### src/rtl/register_file.sv
`default_nettype none
// =============================================================================
// Module  : register_file
// Brief   : 32x32 MIPS register file, r0 hardwired to zero, 2 async read ports,
//           1 sync write port with same-cycle write-to-read bypass.
// Revision: 1.0 - initial release
// =============================================================================
module register_file #(
  parameter int DATA_WIDTH = 32,
  parameter int ADDR_WIDTH = 5
) (
  input  logic                  clock,
  input  logic                  reset,
  input  logic                  write_enable,
  input  logic [ADDR_WIDTH-1:0] write_addr,
  input  logic [DATA_WIDTH-1:0] write_data,
  input  logic [ADDR_WIDTH-1:0] read_addr_a,
  input  logic [ADDR_WIDTH-1:0] read_addr_b,
  output logic [DATA_WIDTH-1:0] read_data_a,
  output logic [DATA_WIDTH-1:0] read_data_b
);

  localparam int c_DEPTH = 2 ** ADDR_WIDTH;

  logic [c_DEPTH-1:0][DATA_WIDTH-1:0] w_words;
  logic                               w_bypass_en;

  assign w_words[0] = '0;

  // Each word is an independent enabled register; word 0 has no storage.
  for (genvar i = 1; i < c_DEPTH; i++) begin : g_word
    logic [DATA_WIDTH-1:0] r_word;

    always_ff @(posedge clock) begin
      if (!reset) begin
        r_word <= '0;
      end else if (write_enable && (write_addr == ADDR_WIDTH'(i))) begin
        r_word <= write_data;
      end
    end

    assign w_words[i] = r_word;
  end

  // Bypass is suppressed during reset since the pending write will be lost.
  assign w_bypass_en = write_enable && reset;

  always_comb begin
    read_data_a = w_words[read_addr_a];
    if (read_addr_a == '0) begin
      read_data_a = '0;
    end else if (w_bypass_en && (write_addr == read_addr_a)) begin
      read_data_a = write_data;
    end
  end

  always_comb begin
    read_data_b = w_words[read_addr_b];
    if (read_addr_b == '0) begin
      read_data_b = '0;
    end else if (w_bypass_en && (write_addr == read_addr_b)) begin
      read_data_b = write_data;
    end
  end

endmodule
`default_nettype wire

### config.mk
export PLATFORM = sky130hd
export DESIGN_NAME = register_file
export DESIGN_NICKNAME = d
export VERILOG_FILES = /design/src/rtl/register_file.sv
export SDC_FILE = /design/constraint.sdc
export NUM_CORES = 2
export LEC_CHECK = 0
export ABC_AREA = 0
export BUFFER_PORTS_ARGS = -buffer_cell sky130_fd_sc_hd__buf_2
export CAP_MARGIN = 10
export CORE_UTILIZATION = 54
export CTS_BUF_LIST = sky130_fd_sc_hd__clkbuf_2
export CTS_CLUSTER_SIZE = 12
export DETAILED_ROUTE_END_ITERATION = 10
export PLACE_DENSITY = 0.7
export SLEW_MARGIN = 20
export SYNTH_ARGS = -nofsm -noshare
export SYNTH_HDL_FRONTEND = slang
export SYNTH_SLANG_ARGS = --single-unit
### constraint.sdc
create_clock -name clock -period 2.9 [get_ports clock]
set_input_delay 0.435 -clock clock [delete_from_list [all_inputs] [get_ports clock]]
set_output_delay 0.435 -clock clock [all_outputs]
set_load 0.005 [all_outputs]
# Word-level counts from Yosys, hierarchy flattened
# Index checks and enable logic that the tools add are counted.
# Widths: inputs -> output; s select.
[totals]
reg_bits = 992
latch_bits = 0
ramBits = 0
rom_bits = 0
in_bits = 50
output_inout_bits = 64
elab_cells = 110
n_memories = 0
[op_classes]
add_sub_neg = 0
n_mul = 0
n_div = 0
magnitude_cmp = 2
n_eq_ne = 33
n_shift = 0
muxes = 8
bitwise = 0
reduce_logical = 36
[op_table]
columns = ["op", "n"]
rows = [
  ["$bmux 32 s5", 2],
  ["$mux 32", 6],
  ["$eq 5x5->1 const B", 16],
  ["$eq 5x4->1 const B", 8],
  ["$logic_and 1x1->1", 34],
  ["$eq 5x3->1 const B", 4],
  ["$lt 5x6->1 const B", 2],
  ["$eq 5x2->1 const B", 2],
  ["$eq 5x5->1", 2],
  ["$logic_not 5->1", 2],
  ["$eq 5x1->1 const B", 1],
]

# Logic depth before layout (Yosys ltp)
[logic_depth]
word_depth = 4
mapped_depth = 9

# Worst setup path before layout
# No wires, ideal clock.
[synth_timing]
path_type = "input -> output"
start = "input port read_addr_a[0]"
end = "output port read_data_a[10]"
t_arrival_ps = 2192
setup_slack_ps = 273
path_stages = 6
path_cell_list = "buf_2 > buf_1 > mux4_2 > a22oi_1 > a21oi_1 > a211o_1"
[synth_between]
elab_chain_len = 4
elab_cells_between_ends = 7
cone_classes = "eq/ne (1); mux (4); reduce/logical (2)"
[synth_lines]
columns = ["element", "line", "rtl"]
rows = [
  ["start: declaration", "17", "input logic [ADDR_WIDTH-1:0] read_addr_a,"],
  ["$bmux 32 s5 or $eq 5x5->1 (tied branches)", "49, 52", ""],
  ["$mux 32 (implied by the code) or $logic_and 1x1->1 (tied branches)", "49, 52", ""],
  ["$mux 32", "52", "end else if (w_bypass_en && (write_addr == read_addr_a)) begin"],
  ["$mux 32 *", "50", "if (read_addr_a == '0) begin"],
  ["end: declaration", "19", "output logic [DATA_WIDTH-1:0] read_data_a,"],
]
# Mark *: on every way between the ends. The rest lies on a longest branch, timed or not. The select of a mux whose other input is x is not followed.

# Worst setup path in the final report
[layout_timing]
start = "register g_word[20].r_word[12]"
end = "output port read_data_b[12]"
[layout_between]
elab_chain_len = 4
[layout_lines]
columns = ["element", "line", "rtl"]
rows = [
  ["start: declaration", "32", "logic [DATA_WIDTH-1:0] r_word;"],
  ["start signal: assignment", "38", "r_word <= write_data;"],
  ["$bmux 32 s5", "58", "read_data_b = w_words[read_addr_b];"],
  ["$mux 32 (implied by the code)", "58", ""],
  ["$mux 32", "61", "end else if (w_bypass_en && (write_addr == read_addr_b)) begin"],
  ["$mux 32", "59", "if (read_addr_b == '0) begin"],
  ["end: declaration", "20", "output logic [DATA_WIDTH-1:0] read_data_b"],
]
# No other way between the ends. The select of a mux whose other input is x is not followed.

==> flow_metrics.env <==
export IMPL_startpoint_type="flop"
export IMPL_rsz0062_at_grt="yes"
export IMPL_grtUsageMet1_pct=52.8
export IMPL_synth_top_cell_by_area="dfxtp_1"
export IMPL_worst_pin_slew_ns=1.09
export IMPL_crit_required_ns=2.47
export IMPL_end_kind="output port"
export IMPL_use_met3_pct=17.4
export IMPL_ys_warnings_count=0
export IMPL_largest_register_ffs=992
export IMPL_yosysSeqAreaShare_pct=37.3
export IMPL_num_vias=50813
export IMPL_core_area_um2=97100
export IMPL_ys_types=44
export IMPL_fin_crit_ns=3.89
export IMPL_grtUsageMet2_pct=59.9
export IMPL_ant_nets=0
export IMPL_status="finished with violations"
export IMPL_drtIter0Drc=6950
export IMPL_cts_root_buf="clkbuf_2"
export IMPL_num_nets_final=6283
export IMPL_portBuffers=113
export IMPL_path_clk_slew_ns=0.12
export IMPL_initial_core_util_pct=54.7
export IMPL_vdd_drop_max_v=0.000317
export IMPL_grt_max_degree=263
export IMPL_hold_violations=0
export IMPL_violations="setup timing"
export IMPL_cts_htree_levels=5
export IMPL_numCtsBuffers=277
export IMPL_power_density_nw_per_um2=438
export IMPL_fmax_mhz=257
export IMPL_slew_viol_final=0
export IMPL_clock_skew_ns=0
export IMPL_dpl_worst_slack_ns=-0.484
export IMPL_grt_busiest_layer="met2"
export IMPL_fin_setup_tns_ns=-50.57
export IMPL_overflow=0
export IMPL_drv_cap=0
export IMPL_synthFlopType="dfxtp_1"
export IMPL_hold_class="in -> reg"
export IMPL_async_flop_share_pct=0
export IMPL_synth_area_leaders="dfxtp_1 37%, nand2_1 14%, mux4_2 14%"
export IMPL_ys_top_cells_by_count="2053 x nand2_1, 992 x dfxtp_1, 685 x a21boi_0, 508 x clkbuf_1, 337 x mux4_2"
export IMPL_dr_pass1_iters=8
export IMPL_relSlewSlack_pct=27.6
export IMPL_fin_util_pct=64.4
export IMPL_grt_pass1_wl_mm=309
export IMPL_netlist_area_um2=53200
export IMPL_dpl_hpwl_mm=127
export IMPL_setup_ws_ns=-0.988
export IMPL_largest_register="g_word.r_word"
export IMPL_drc=0
export IMPL_critPathKind="reg -> out"
export IMPL_vias_per_cell=6.62
export IMPL_nFillCells=7894
export IMPL_crit_fanout=3
export IMPL_drive_gt1_share_pct=27.4
export IMPL_regArea_um2=20000
export IMPL_setup_viol=64
export IMPL_area_delta_synth_final_pct=17.6
export IMPL_multi_input_area_um2=32100
export IMPL_fin_total_pwr_uw=27400
export IMPL_cts_tree="built"
export IMPL_fin_crit_sh_pct=134
export IMPL_ys_ff_latch=992
export IMPL_routedWlPerCell_um=27.6
export IMPL_syn_avg_cell_area_um2=8.90
export IMPL_grt_use_total_pct=41.7
export IMPL_clk_latency_ns=1.55
export IMPL_die_w_um=316
export IMPL_synthesis_nets=6027
export IMPL_numClockSinks=992
export IMPL_gp_congestion=0.987
export IMPL_antenna_found_initial=9
export IMPL_yosysTopAreaCellShare_pct=37.3
export IMPL_die_h_um=316
export IMPL_grt_pass1_vias=48655
export IMPL_dieArea_um2=99700
export IMPL_worstPathArrival_ns=3.45
export IMPL_clk_path_buf_depth=4
export IMPL_biggestRegsByFlops="g_word.r_word (992)"
export IMPL_synth_edf_count=0
export IMPL_wl_mm=212
export IMPL_reg2reg_slack_ns=1.67
export IMPL_row_count=114
export IMPL_synthCells=5977
export IMPL_yosys_cell_count_top_type="nand2_1"
export IMPL_p_leak_uw=0.0220
export IMPL_io_pins=114
==> through the flow <==
step	instance area, µm²	hold slack (ns)	std cells
6_report	62500	0.130	7678
5_1_grt	62500	0.207	7677
4_1_cts	62000	0.0688	7671
3_5_place_dp	57700	0.456	7104
3_3_place_gp	57700	0.448	7104
2_1_floorplan	53200	0.442	5977
==> worst paths after layout <==
kind                          from               endpoint  cells after the start
max reg2reg   g_word[2].r_word[17]   g_word[2].r_word[17]                      3
min                          reset   g_word[7].r_word[20]                      4
min reg2reg  g_word[12].r_word[14]  g_word[12].r_word[14]                      2
max          g_word[20].r_word[12]        read_data_b[12]                      5
==> what timing repair did <==
item                                   CTS  global route
buffers inserted                        33             2
setup endpoints to repair               64            64
pin swaps                              140            57
endpoints found under the hold margin  992             0
hold buffers                            99             0
resized for setup                      260           146
==> cells by family after synthesis <==
| logic type | after synthesis | share of synthesized area, % |
|---|---|---|
| xor gates and xnor gates | 10 | 0.165 |
| muxes | 634 | 20.0 |
| and+or+nand+nor | 2217 | 16.2 |
| DFF | 992 | 37.3 |
| AOI/OAI and AO/OA | 1469 | 21.2 |
| buffers and inverters | 655 | 5.00 |
==> cell type report <==
cell class	instances	area share, %
Multi-Input combinational cell	4330	51.4
Sequential cell	992	32.1
Timing Repair Buffer	630	10.4
Clock buffer	402	3.22
Tap cell	1276	2.55
Clock inverter	41	0.382
Antenna cell	5	0.0200
Inverter	2	0.0120
==> critical path, stage by stage (launching register included) <==
cell	delay, ns
dfxtp_2	0.34
mux4_2	0.46
a22oi_1	0.23
nand3_1	0.30
a32o_2	0.42
buf_2	0.14
==> layout by cell type (no fill, tap or decap), types with 9 or more instances in the layout <==
cell / synthesis / final
a21boi_0: 685 / 685
a211o_1: 23 / 23
o21bai_1: 22 / 22
a22oi_1: 113 / 66
buf_4: 16 / 270
mux4_2: 337 / 337
mux2_1: 31 / 27
mux2_2: 34 / 33
nand3_1: 34 / 24
a21oi_1: 51 / 20
a221o_1: 22 / 22
a22o_1: 41 / 30
clkbuf_2: 7 / 402
buf_2: 82 / 104
nor2_4: 0 / 16
mux2i_1: 232 / 229
a22o_4: 0 / 11
a221oi_1: 163 / 104
a22oi_2: 0 / 47
a221oi_2: 0 / 57
buf_6: 4 / 18
dfxtp_2: 0 / 151
nor3_2: 1 / 11
dfxtp_1: 992 / 841
a32o_1: 32 / 15
a21boi_1: 307 / 307
buf_12: 0 / 134
clkinv_1: 0 / 33
dlygate4sd3_1: 0 / 99
nor3_1: 20 / 9
a21oi_2: 0 / 31
nand2_2: 0 / 38
or3_1: 31 / 28
nand2_1: 2053 / 2010
a32o_2: 0 / 17
==> report_power, final <==
group          total, µW  switching, µW  internal (µW)
Combinational       3640           2210           1430
Clock               9950           6060           3890
Sequential         13800           73.8          13700
Total              27400           8350          19000
==> layer usage <==
layer	vias up	wire (µm)
met5	-	50
met4	6	11500
met3	856	33700
met2	3826	89500
met1	24461	76900
li1	21664	-
Power figures use the tool's default switching activity.
